`src/rtl/odd_parity_serial_tx.sv`:
```
`default_nettype none
// ============================================================================
// Module   : odd_parity_serial_tx
// Brief    : Serial transmitter that sends one word per frame: start bit (0),
//            DATA_W data bits LSB first, odd-parity bit, stop bit (1).
//            Each bit is held for CLKS_PER_BIT clocks; the line idles high.
// Revision : 1.0 - initial release
// ============================================================================
module odd_parity_serial_tx #(
    parameter int DATA_W       = 4,
    parameter int CLKS_PER_BIT = 4
) (
    input  logic              clk,
    input  logic              rst,
    input  logic [DATA_W-1:0] in_data,
    input  logic              in_valid,
    output logic              in_ready,
    output logic              tx,
    output logic              p,
    output logic              busy
);

    // Bit-period counter is 8 bits wide to cover the full 1..255 range.
    localparam int                 c_IDX_W    = (DATA_W > 1) ? $clog2(DATA_W) : 1;
    localparam logic [7:0]         c_CNT_LAST = 8'(CLKS_PER_BIT - 1);
    localparam logic [c_IDX_W-1:0] c_IDX_LAST = c_IDX_W'(DATA_W - 1);
    localparam logic [c_IDX_W-1:0] c_IDX_ONE  = c_IDX_W'(1);

    localparam logic [2:0] c_IDLE   = 3'd0;
    localparam logic [2:0] c_START  = 3'd1;
    localparam logic [2:0] c_DATA   = 3'd2;
    localparam logic [2:0] c_PARITY = 3'd3;
    localparam logic [2:0] c_STOP   = 3'd4;

    logic [2:0]         r_state;
    logic [7:0]         r_cnt;
    logic [c_IDX_W-1:0] r_idx;
    logic [DATA_W-1:0]  r_shreg;
    logic               r_tx;
    logic               r_p;

    logic               w_accept;
    logic               w_bit_end;
    logic [DATA_W-1:0]  w_shift_next;

    // Reset gates in_ready so an acceptance can never win over reset.
    assign in_ready     = (r_state == c_IDLE) && !rst;
    assign busy         = (r_state != c_IDLE);
    assign tx           = r_tx;
    assign p            = r_p;
    assign w_accept     = in_valid && in_ready;
    assign w_bit_end    = (r_cnt == c_CNT_LAST);
    assign w_shift_next = r_shreg >> 1;

    // Frame sequencer: tx is registered alongside each state change so the
    // new bit appears on the first cycle of its state.
    always_ff @(posedge clk) begin
        if (rst) begin
            r_state <= c_IDLE;
            r_cnt   <= 8'd0;
            r_idx   <= '0;
            r_shreg <= '0;
            r_tx    <= 1'b1;
            r_p     <= 1'b0;
        end else begin
            case (r_state)
                c_IDLE: begin
                    r_cnt <= 8'd0;
                    if (w_accept) begin
                        r_state <= c_START;
                        r_shreg <= in_data;
                        r_p     <= ~^in_data;
                        r_idx   <= '0;
                        r_tx    <= 1'b0;
                    end
                end
                c_START: begin
                    if (w_bit_end) begin
                        r_state <= c_DATA;
                        r_cnt   <= 8'd0;
                        r_tx    <= r_shreg[0];
                    end else begin
                        r_cnt <= r_cnt + 8'd1;
                    end
                end
                c_DATA: begin
                    if (w_bit_end) begin
                        r_cnt <= 8'd0;
                        if (r_idx == c_IDX_LAST) begin
                            r_state <= c_PARITY;
                            r_tx    <= r_p;
                        end else begin
                            r_idx   <= r_idx + c_IDX_ONE;
                            r_shreg <= w_shift_next;
                            r_tx    <= w_shift_next[0];
                        end
                    end else begin
                        r_cnt <= r_cnt + 8'd1;
                    end
                end
                c_PARITY: begin
                    if (w_bit_end) begin
                        r_state <= c_STOP;
                        r_cnt   <= 8'd0;
                        r_tx    <= 1'b1;
                    end else begin
                        r_cnt <= r_cnt + 8'd1;
                    end
                end
                c_STOP: begin
                    if (w_bit_end) begin
                        r_state <= c_IDLE;
                        r_cnt   <= 8'd0;
                        r_tx    <= 1'b1;
                    end else begin
                        r_cnt <= r_cnt + 8'd1;
                    end
                end
                default: begin
                    r_state <= c_IDLE;
                    r_cnt   <= 8'd0;
                    r_tx    <= 1'b1;
                end
            endcase
        end
    end

endmodule
`default_nettype wire

```
`config.mk`:
```
export PLATFORM = sky130hd
export DESIGN_NAME = odd_parity_serial_tx
export DESIGN_NICKNAME = d
export VERILOG_FILES = /design/src/rtl/odd_parity_serial_tx.sv
export SDC_FILE = /design/constraint.sdc
export NUM_CORES = 1
export LEC_CHECK = 0
export CAP_MARGIN = 10
export CORE_AREA = 8 8 56 58
export DETAILED_ROUTE_END_ITERATION = 10
export DIE_AREA = 0 0 64 66
export HOLD_SLACK_MARGIN = 0.05
export SETUP_SLACK_MARGIN = 0.4
export SLEW_MARGIN = 30
export SYNTH_ARGS = -nofsm -noshare
export SYNTH_HDL_FRONTEND = slang
export SYNTH_SLANG_ARGS = --single-unit
```
`constraint.sdc`:
```
create_clock -name clk -period 2.4 [get_ports clk]
set_input_delay 0.36 -clock clk [delete_from_list [all_inputs] [get_ports clk]]
set_output_delay 0.36 -clock clk [all_outputs]
set_load 0.02 [all_outputs]
```
# == Yosys cells after proc, flatten, opt, wreduce, memory -nomap -nowiden ==
# Cells that the tools add are included.
# totals
ff_bits,19
in_bits,7
out_inout_bits,4
elab_cells,58
# op_classes
n_addsub,2
n_eq_ne,14
mux,21
bitwise_logic,1
n_reduce_logical,14
# op_table
operator,n
2-to-1 mux 3 bit,6
case mux 3 bit (5 select lines),1
"!= test 2 bit, second input constant",7
2-to-1 mux 4 bit,3
"adder 8 x 1 -> 8 bit, second input constant",1
"equality test 8 x 2 -> 1 bit, second input constant",1
case mux 4 bit (2 select lines),1
AND reduction 4 bit,2
"equality test 3 x 2 -> 1 bit, second input constant",2
2-to-1 mux 2 bit,3
AND reduction 6 bit,1
2-to-1 mux 1 bit,5
case mux 1 bit (4 select lines),1
case mux 2 bit (2 select lines),1
OR reduction 4 bit,1
XNOR reduction 4 bit,1
"equality test 3 x 1 -> 1 bit, second input constant",1
"equality test 3 bit, second input constant",1
logical NOT 3 bit,1
nonzero test 3 bit,1
OR reduction 3 bit,1
"adder 2 x 1 -> 2 bit, second input constant",1
"equality test 2 bit, second input constant",1
logical AND 1 bit,2
other kinds (6),6

# == Longest topological paths before layout ==
# Gate-level depths: netlist of the first run.
# logic_depth
depth_word,5
depth_mapped,6
mapped_depth_nobuf,5

# == Least setup slack after synthesis of the first run ==
# OpenSTA, ideal clock, no wires.
# synth_timing
path_type,register to output
startpoint,register r_state[2]
endpoint,output port in_ready
arrival_time_ps,1232
setup_slack_ps,808
path_stages_with_launch,4
path_cell_list,dfxtp_1 -> nor3_1 -> inv_1 -> nor2_1
# synth_between
elab_chain_len,2
# synth_lines
element,line,source
start: declaration,35,logic [2:0] r_state;
start signal: assignment,59,r_state <= c_IDLE;
start signal: assignment,70,r_state <= c_START;
start signal: assignment,79,r_state <= c_DATA;
logical NOT 3 bit,47,assign in_ready = (r_state == c_IDLE) && !rst;
logical AND 1 bit,47,
end: declaration,17,"output logic in_ready,"
# Every way passes these cells.

# == Final worst setup path of the first run ==
# Ends and elaborated chain as after synthesis.

==> summary.txt, run 1 <==
Detailed routing
  – DR pass1 iterations: 4
  – Drt initial violations: 37
  – Post-route ant nets: 0
  – DRT Wirelength: 1970 um
  – Wire length per cell: ~13 um
  – Via count: 792
  – Vias per Instance: ~5.4
  – Post-route DRC violation count: 0

Global routing
  – GRT met2 Usage: 15.9%
  – M1 GR Usage: 11.1%
  – First-pass GRT wire length: roughly 3300 um
  – Initial antenna violation count: 0
  – Overflow after GRT: 0
  – Largest net degree at the start of global routing: 17
  – Vias in the first global route: 747
  – GRT Max-Usage Layer: met2
  – Met3 GRT Util: 3.22%
  – All-Layer GR Usage: 9.86%

Die
  – Placeable core area: approximately 2300 um2
  – Die area: 4220 um2
  – # rows: 18
  – # IOs: 11
  – Die Height: 66 um
  – Initial Utilization: about two fifths
  – Horiz. Die Dim: ~64 um

Timing
  – Final period util: 78.1%
  – Worst clock skew: 0.00459 ns
  – Pins Over Slew Limit: 0
  – Final setup margin: 0.525 ns
  – Slew margin rel.: around two thirds
  – Setup TNS: 0 ns
  – Min Tclk post-route: 1.88 ns
  – Worst-Margin Slew: ~0.5 ns
  – Final-report setup violation count: 0
  – Final Hold Vio Count: 0
  – Hold_ws: 0.466 ns
  – Maximum clock frequency: approximately 530 MHz
  – Unrepaired setup endpoints after global routing: no

Critical path
  – Critical path, cell by cell: nor3_4 > inv_1 > nor2_1 > dlygate4sd2_1
  – CP bufs+invs: 2
  – Critical path endpoint: in_ready
  – CP endpoint kind: primary output
  – CP required: 2.04 ns
  – R2r setup slk: just under 0.6 ns
  – WS Path Type: flip-flop to primary output
  – Cell with the largest stage delay on the worst path: dfxtp_2
  – CP Launch Point: r_state[2]
  – Worst Path Max Fanout: 8
  – Number of cells on the critical path: 4
  – R2R depth: 5
  – CP Data Arrival Time: ~1.5 ns
  – CP max stage delay: 0.39 ns
  – Worst reg2reg endpoint: r_state[0]
  – Startpoint types: flip-flop
  – Crit path max-delay family: buffers and inverters
  – Worst r2r src: r_cnt[0]

Power
  – Total Power: 583 uW
  – Clock share of power: between 20% and 30%
  – Psw: 154 uW
  – Max IR drop VDD: 0.368 mV
  – Power Density: approximately 520 nW/um2
  – Seq pwr share: 57.7%
  – Cell Int Power: 429 uW
  – Pleak: ~0.4 nW
  – Logic gate share of total power: 14.1%
  – Sw Share: 26.4%

CTS
  – H-tree Lvls: 1
  – Latest clock arrival within the worst-skew pair: 0.30 ns
  – CTS root buf: clkbuf_4
  – CTS Hold Buffers Added: 0
  – Worst-case clock buffer depth: 2
  – Worst-path clk slew: 0.11 ns
  – Inserted Clock Buffers: 3
  – CTS tree: done
  – Clock sinks: 19

Logic synthesis
  – Seq/Total Area, Yosys: 40.3%
  – Ys Warns: 0
  – Async SR Flop Fraction: 0%
  – Number of flops mapped to enable cells by yosys: 0
  – Synth cell count leaders: 19 x dfxtp_1, 12 x nor2_1, 10 x a21oi_1
  – Most area-hungry cell type in the Yosys netlist: dfxtp_1
  – Synth area leaders: dfxtp_1 40%, xnor2_1 6.5%, a21oi_1 5.3%
  – Ys flop type: dfxtp_1
  – Post-synth top area share: 40.3%
  – Count leader, synth: dfxtp_1
  – Gate Count Post-Synth: 105
  – Syn nets: 114
  – Synthesized cell area: 943 um2
  – Avg Inst Size Synth: 8.98 um2
  – Yosys reg bits: 19
  – Distinct cells, synth: 32

Place
  – Final GP Congestion: 0.765
  – Placed wire-length estimate: 1470 um
  – Post-place setup slack: approximately 0.35 ns
  – Input/output buffers: 10

Finish
  – Diode count: 0
  – Area Overhead vs Synth: 17.9%
  – Layout cells sized above 1: 12.0%
  – Final #Nets: 127

Job
  – Maximum capacitance violations: 0

Outcome
  – Status: completed

Hold path
  – Worst min-delay path class: flip-flop to flip-flop
[layout by cell type (no fill, tap or decap), drive strengths merged]
master / instances
ha: 2
nor4b: 1
a21oi: 10
o21ai: 3
nor2: 12
buf: 2
dlygate4sd2: 1
mux2: 1
nand3: 9
a311oi: 1
nor3b: 1
dlymetal6s2s: 1
o221ai: 1
xnor2: 7
mux2i: 3
and3: 1
a2111oi: 1
nor3: 4
inv: 3
a31o: 1
clkinv: 1
or3b: 1
and2: 2
dfxtp: 19
clkdlybuf4s50: 8
nand2: 5
nor4: 1
a211oi: 3
a21o: 1
xor2: 3
nand4b: 2
clkbuf: 3
nor2b: 1
nand4: 2
[per-layer routing]
layer | vias to the layer above | wire length [um]
met1 | 373 | 861
li1 | 401 | -
met4 | 0 | 30
met2 | 14 | 969
met5 | - | 0
met3 | 4 | 108
[worst reg2reg max path, cell delays in order (launching register included)]
cell	delay (ns)
dfxtp_1	0.38
ha_1	0.21
nor4b_4	0.32
and2_1	0.33
a311oi_1	0.15
a2111oi_2	0.32
[kinds of logic after synthesis]
logic type,Yosys count,share of synthesized area [%]
AOI/OAI and AO/OA,21,14.5
and+or+nand+nor,42,24.9
buffers and inverters,7,3.98
DFF,19,40.3
xor gates and xnor gates,10,9.28
adders and majority gates,2,2.65
muxes,4,4.38
[power by group through the flow]
| stage | Clock, mW | Combinational [mW] | Sequential (mW) |
|---|---|---|---|
| 6_report | 0.165 | 0.0823 | 0.336 |
| 5_1_grt | 0.187 | 0.0896 | 0.338 |
| 4_1_cts | 0.173 | 0.0832 | 0.336 |
| 3_5_place_dp | 0 | 0.0831 | 0.342 |
| 3_3_place_gp | 0 | 0.0821 | 0.342 |
| 2_1_floorplan | 0 | 0.0446 | 0.345 |
[how the worst min path moves through the flow]
stage	startpoint	end	slack, ns	cells past startpoint
2_1_floorplan	r_cnt[0]	r_cnt[0]	0.42	1
3_3_place_gp	r_cnt[0]	r_cnt[0]	0.43	1
3_5_place_dp	r_cnt[0]	r_cnt[0]	0.45	1
4_1_cts	r_cnt[0]	r_cnt[0]	0.47	1
5_1_grt	r_shreg[3]	r_shreg[3]	0.51	2
6_report	r_cnt[0]	r_cnt[0]	0.47	1
[registers in the layout (all words and copies together), names as in the netlist]
signal / count
r_cnt: 8
r_shreg: 4
r_state: 3
r_idx: 2
p: 1
tx: 1
[stage by stage]
stage	instance area (um2)	std cells	util, %
floorplan	943	105	-
global route	1110	147	48.0
global placement	1070	143	46.1
detailed placement	1070	143	46.1
CTS	1110	147	47.8
finish	1110	147	48.0
[what timing repair did]
| item | in CTS | in global routing |
|---|---|---|
| setup buffers | 0 | 0 |
| gates resized for setup | 5 | 1 |
| setup endpoints to repair | 2 | 1 |
| cloned | 0 | 0 |
[cell type report]
cell class / instances / area [um2]
inverters: 3 / 11.3
well taps: 30 / 37.5
clock inverters: 1 / 5.00
fillers: 232 / 1210
flip-flops and latches: 19 / 383
clock buffers: 3 / 22.5
repair buffers: 12 / 116
multi-input cells: 79 / 537
No activity file was read; power rests on OpenSTA's default activity.
==> run 2: changes to the inputs <==
==> constraint.sdc (replaced) <==
create_clock -name clk -period 2 [get_ports clk]
set_input_delay 0.3 -clock clk [delete_from_list [all_inputs] [get_ports clk]]
set_output_delay 0.3 -clock clk [all_outputs]
set_load 0.02 [all_outputs]
==> run 2 against run 1 <==
Global-route usage up 0.26 points. Combinational power up 30%. Total power up 19%. First-iteration DRC count down 35%. Register-to-register slack worse by 0.10 ns. Cell count up 6.1%. Hold slack worse by 0.023 ns. Clock skew up 0.0039 ns. Critical path type is now flip-flop to flip-flop. Critical endpoint is now r_state[0].
==> summary.txt, run 2 (synthesized netlist as in run 1, its figures left out) <==
Outcome
  – Status: completed

Finish
  – FF+latch area: 387 um2 (+0.98%)
  – Reg with most FFs: r_cnt
  – Area Overhead vs Synth: 30.5%
  – Largest register FFs: 8 (unchanged)
  – FILL cells: 226 (-2.6%)
  – Most frequent cells in the layout: 16 x dfxtp_1, 11 x nor2_1, 11 x buf_4
  – Final #Nets: 136 (+7.1%)
  – Layout cells sized above 1: 28.6% (+17 points)
  – Commonest non-fill, non-tap cell in the layout: dfxtp_1
  – Diode count: 0 (unchanged)
  – Biggest regs: r_cnt x8, r_shreg x4, r_state x3
  – Multi-input logic area: 588 um2 (+9.6%)

Hold path
  – Hold path cells: 1 (unchanged)
  – Worst min-delay path class: flip-flop to flip-flop
  – Hold path start: r_cnt[0]
  – Hold EP: r_cnt[0]

Detailed routing
  – Vias per Instance: 5.19 (-3.6%)
  – Wire length per cell: 12.8 um (-4.8%)
  – Post-route ant nets: 0 (unchanged)
  – DR pass1 iterations: 4 (unchanged)
  – Via count: 810 (+2.3%)
  – Drt initial violations: 24 (-35%)
  – DRT Wirelength: 1990 um (+1.1%)
  – Post-route DRC violation count: 0 (unchanged)

Die
  – Placeable core area: 2320 um2 (unchanged)
  – Initial Utilization: 40.7% (unchanged)
  – # rows: 18 (unchanged)
  – Die Height: 66 um (unchanged)
  – Die area: 4220 um2 (unchanged)
  – Horiz. Die Dim: 64 um (unchanged)
  – # IOs: 11 (unchanged)

Critical path
  – WS Path Type: flip-flop to flip-flop
  – R2r setup slk: 0.49 ns (-0.10 ns)
  – Startpoint types: flip-flop
  – CP endpoint kind: flip-flop
  – Worst r2r src: r_cnt[0]
  – CP Data Arrival Time: 1.69 ns (+0.17 ns)
  – CP required: 2.18 ns (+0.14 ns)
  – R2R depth: 6 (+1)
  – Worst Path Max Fanout: 5 (-3)
  – CP Launch Point: r_cnt[0]
  – Worst reg2reg endpoint: r_state[0]

Timing
  – Pins Over Slew Limit: 0 (unchanged)
  – Maximum clock frequency: between 600 and 700 MHz
  – Hold_ws: 0.443 ns (-0.0230 ns)
  – Min Tclk post-route: 1.51 ns
  – Worst-Margin Slew: 0.466 ns (-0.0334 ns)
  – Slew margin rel.: 68.8% (+2.2 points)
  – Final Hold Vio Count: 0 (unchanged)
  – Unrepaired setup endpoints after global routing: yes
  – Worst clock skew: 0.00845 ns (+0.00386 ns)
  – Final period util: 75.5%
  – Final setup margin: 0.490 ns (-0.0350 ns)
  – Final-report setup violation count: 0 (unchanged)
  – Setup TNS: 0 ns (unchanged)

Global routing
  – All-Layer GR Usage: 10.1% (+0.26 points)
  – Largest net degree at the start of global routing: 13 (-4)
  – Vias in the first global route: 810 (+8.4%)
  – Initial antenna violation count: 0 (unchanged)
  – First-pass GRT wire length: 3390 um (+2.1%)
  – Overflow after GRT: 0 (unchanged)

Place
  – Input/output buffers: 10 (unchanged)
  – Final GP Congestion: 0.774 (+1.2%)
  – Placed wire-length estimate: 1500 um (+2.2%)
  – Post-place setup slack: 0.208 ns (-0.137 ns)

CTS
  – CTS Hold Buffers Added: 0 (unchanged)
  – Latest clock arrival within the worst-skew pair: 0.29 ns (about the same)
  – CTS root buf: clkbuf_4
  – H-tree Lvls: 1 (unchanged)
  – Worst-case clock buffer depth: 2 (unchanged)
  – Clock sinks: 19 (unchanged)
  – Worst-path clk slew: 0.11 ns (about the same)
  – Inserted Clock Buffers: 3 (unchanged)
  – CTS tree: done

Power
  – Pleak: 0.439 nW (+12%)
  – Power Density: 565 nW/um2 (+7.8%)
  – Max IR drop VDD: 0.532 mV (+45%)

Job
  – Maximum capacitance violations: 0 (unchanged)
[run 2: changes by cell type in the layout (fill, tap and decap cells not counted), moves of 2 or more]
| cell | change |
|---|---|
| and2_4 | +2 |
| a21oi_1 | -3 |
| clkdlybuf4s50_1 | -2 |
| a21oi_2 | +3 |
| and2_1 | -2 |
| buf_4 | +9 |
[run 2: per-stage QoR]
step / total power, mW / util (%) / cell area, um2 / std cells
after floorplan: 0.467 / - / 943 / 105
after global placement: 0.512 / 47.4 / 1100 / 147
after detailed placement: 0.513 / 47.4 / 1100 / 147
after CTS: 0.702 / 49.6 / 1150 / 152
after global routing: 0.733 / 53.1 / 1230 / 156
final: 0.696 / 53.1 / 1230 / 156
[run 2: timing repair]
| item | 4_1_cts | 5_1_grt |
|---|---|---|
| pin swaps | 1 | 9 |
| gates resized for setup | 13 | 16 |
| endpoints found under the setup margin | 7 | 15 |
| setup buffers | 1 | 4 |
| cloned | 0 | 0 |
[run 2: worst max path at each step]
stage | end | slack, ns | cells past startpoint
floorplan | r_state[0] | 0.43 | 6
global placement | in_ready | 0.17 | 4
detailed placement | in_ready | 0.21 | 4
CTS | busy | 0.41 | 3
global route | r_shreg[3] | 0.36 | 6
finish | r_state[0] | 0.49 | 6
[run 2: metal layers]
layer | part of all wire [%] | vias to the layer above | global-route usage, %
li1 | - | 421 | -
met1 | 45 | 374 | 10.4
met2 | 49 | 11 | 17.2
met3 | 4.0 | 4 | 3.05
met4 | 2.8 | 0 | 7.52
met5 | 0 | - | 0
[run 2: area by class of cell]
cell class,instances,area share (%)
well taps,30,3.05
clock buffers,3,1.83
inverters,3,0.915
repair buffers,21,14.6
flip-flops and latches,19,31.4
clock inverters,1,0.407
multi-input cells,79,47.8
[run 2: report_power, final]
part / internal (mW) / switching [mW]
Clock: 0.0744 / 0.111
Sequential: 0.391 / 0.0119
Combinational: 0.0542 / 0.0527
Total: 0.520 / 0.176
[run 2: worst max-delay path, stage by stage (launching register included)]
cell	delay, ns
dfxtp_2	0.35
ha_4	0.16
nor4b_4	0.14
and2_4	0.17
buf_6	0.12
buf_4	0.12
a2111oi_2	0.33
==> run 3: changes to the inputs <==
==> constraint.sdc (replaced) <==
create_clock -name clk -period 1.4 [get_ports clk]
set_input_delay 0.21 -clock clk [delete_from_list [all_inputs] [get_ports clk]]
set_output_delay 0.21 -clock clk [all_outputs]
set_load 0.02 [all_outputs]
==> run 3 against run 2 <==
The run now ends with setup timing left. Core utilization is 9.5 points higher. Sequential power grew 43%. Die area stayed put. Wire length increased by 15%. First-iteration DRC count shrank 50%. Total power rose by 54%. Setup slack got worse by 0.62 ns. Combinational power is 95% higher. Hold slack better by 0.046 ns. Critical endpoint is now r_state[2].
==> summary.txt, run 3 (synthesized netlist as in run 1, its figures left out) <==
Finish
  – FF+latch area: 390 um2 (+0.97%)
  – Biggest regs: r_cnt x8, r_shreg x4, r_state x3
  – Most frequent cells in the layout: 23 x buf_4, 11 x dfxtp_1, 8 x a21oi_1, 8 x buf_6, 8 x dfxtp_2
  – Final Non-Filler Cells: 172 (+10%)
  – Commonest non-fill, non-tap cell in the layout: buf_4
  – Final #Nets: 152 (+12%)
  – Multi-input logic area: 662 um2 (+13%)
  – Diode count: 0 (unchanged)
  – Largest register FFs: 8 (unchanged)
  – Layout cells sized above 1: 50.0% (+21 points)
  – FILL cells: 194 (-14%)
  – Area Overhead vs Synth: 53.8%
  – Reg with most FFs: r_cnt

Detailed routing
  – DRT Wirelength: 2300 um (+15%)
  – Vias per Instance: 5.12 (-1.5%)
  – Drt initial violations: 12 (-50%)
  – Post-route DRC violation count: 0 (unchanged)
  – DR pass1 iterations: 4 (unchanged)
  – Wire length per cell: 13.3 um (+4.5%)
  – Via count: 880 (+8.6%)
  – Post-route ant nets: 0 (unchanged)

Outcome
  – Failing checks: setup timing
  – Status: complete, but fails checks

Global routing
  – Vias in the first global route: 867 (+7.0%)
  – First-pass GRT wire length: 3770 um (+11%)
  – All-Layer GR Usage: 11.1% (+0.99 points)
  – Largest net degree at the start of global routing: 14 (+1)
  – Initial antenna violation count: 0 (unchanged)
  – Overflow after GRT: 0 (unchanged)

Timing
  – Worst-Margin Slew: 0.342 ns (-0.123 ns)
  – Slew margin rel.: 77.1% (+8.3 points)
  – Final setup margin: -0.125 ns (-0.615 ns)
  – Min Tclk post-route: 1.53 ns (+0.0152 ns)
  – Worst clock skew: 0.00763 ns (-0.000827 ns)
  – Pins Over Slew Limit: 0 (unchanged)
  – Unrepaired setup endpoints after global routing: yes
  – Maximum clock frequency: 656 MHz (-1.0%)
  – Final-report setup violation count: 10 (+10)
  – Final period util: 109% (+33 points)
  – Final Hold Vio Count: 0 (unchanged)

CTS
  – Clock sinks: 19 (unchanged)
  – Worst-path clk slew: 0.11 ns (about the same)
  – H-tree Lvls: 1 (unchanged)
  – Latest clock arrival within the worst-skew pair: 0.31 ns (+0.02 ns)
  – CTS root buf: clkbuf_4
  – CTS tree: done
  – Worst-case clock buffer depth: 2 (unchanged)
  – Inserted Clock Buffers: 3 (unchanged)
  – CTS Hold Buffers Added: 0 (unchanged)

Critical path
  – WS Path Type: flip-flop to flip-flop
  – R2r setup slk: -0.13 ns (-0.62 ns)
  – CP required: 1.64 ns (-0.54 ns)
  – CP bufs+invs: 0 (-2)
  – CP Data Arrival Time: 1.77 ns (+0.08 ns)
  – Cell with the largest stage delay on the worst path: or3b_1
  – Worst Path Max Fanout: 4 (-1)
  – CP endpoint kind: flip-flop
  – Crit path max-delay family: simple AND/OR/NAND/NOR gates
  – Critical path, cell by cell: ha_4 > nor4b_4 > nand3_1 > or3b_1 > a21oi_1
  – CP max stage delay: 0.39 ns (+0.04 ns)
  – Startpoint types: flip-flop

Place
  – Placed cells: 164 (+12%)
  – Placed wire-length estimate: 1670 um (+11%)
  – Final GP Congestion: 0.788 (+1.8%)
  – Input/output buffers: 10 (unchanged)
  – Post-place setup slack: -0.254 ns (-0.463 ns)

Power
  – Pleak: 0.525 nW (+19%)
  – Total Power: 1.07 mW (+54%)
  – Max IR drop VDD: 0.687 mV (+29%)
  – Power Density: 739 nW/um2 (+31%)

Die
  – Die Height: 66 um (unchanged)
  – Horiz. Die Dim: 64 um (unchanged)
  – # rows: 18 (unchanged)
  – Initial Utilization: 40.7% (unchanged)
  – # IOs: 11 (unchanged)
  – Placeable core area: 2320 um2 (unchanged)
  – Die area: 4220 um2 (unchanged)

Hold path
  – Worst min-delay path class: flip-flop to flip-flop

Job
  – Maximum capacitance violations: 0 (unchanged)
[run 3: worst paths after layout]
check,start,endpoint,cells past startpoint
setup / recovery,r_cnt[1],r_state[2],5
hold / removal,r_idx[1],r_idx[1],2
setup reg to reg,r_cnt[1],r_state[2],5
hold reg to reg,r_idx[1],r_idx[1],2
[run 3: metal layers]
layer | GRT usage (%) | up-vias | part of all wire [%]
met2 | 17.9 | 8 | 50
met4 | 4.74 | 0 | 1.3
li1 | - | 451 | -
met5 | 0 | - | 0
met3 | 3.22 | 4 | 2.4
met1 | 13.5 | 417 | 46
[run 3: power breakdown]
group | switching [mW] | total [mW] | internal [mW]
Clock | 0.180 | 0.286 | 0.107
Combinational | 0.0968 | 0.209 | 0.112
Sequential | 0.0154 | 0.576 | 0.561
[run 3: tightest hold or removal path: stages (launching register included)]
cell     delay [ns]
dfxtp_1        0.33
nand3_1        0.06
a21oi_1        0.06
[run 3: what timing repair did]
item / CTS / global route
gates cloned: 0 / 0
endpoints found under the hold margin: 0 / 0
pin swaps: 9 / 10
setup buffers: 3 / 1
setup endpoints to repair: 23 / 23
gates resized for setup: 34 / 26
[run 3: area by class of cell]
type | instances | share of cell area (%)
timing repair buffer | 37 | 22.2
sequential | 19 | 26.9
inverter | 3 | 0.776
tap | 30 | 2.59
multi-input combinational | 79 | 45.6
clock inverter | 1 | 0.345
clock buffer | 3 | 1.55
[run 3: stage by stage]
stage	setup TNS (ns)	util (%)	area (um2)	hold slack (ns)
6_report	-0.434	62.6	1450	0.489
5_1_grt	-1.28	62.6	1450	0.512
4_1_cts	-0.396	57.7	1340	0.493
3_5_place_dp	-1.53	54.0	1250	0.474
3_3_place_gp	-1.16	54.0	1250	0.459
2_1_floorplan	0	-	968	0.362
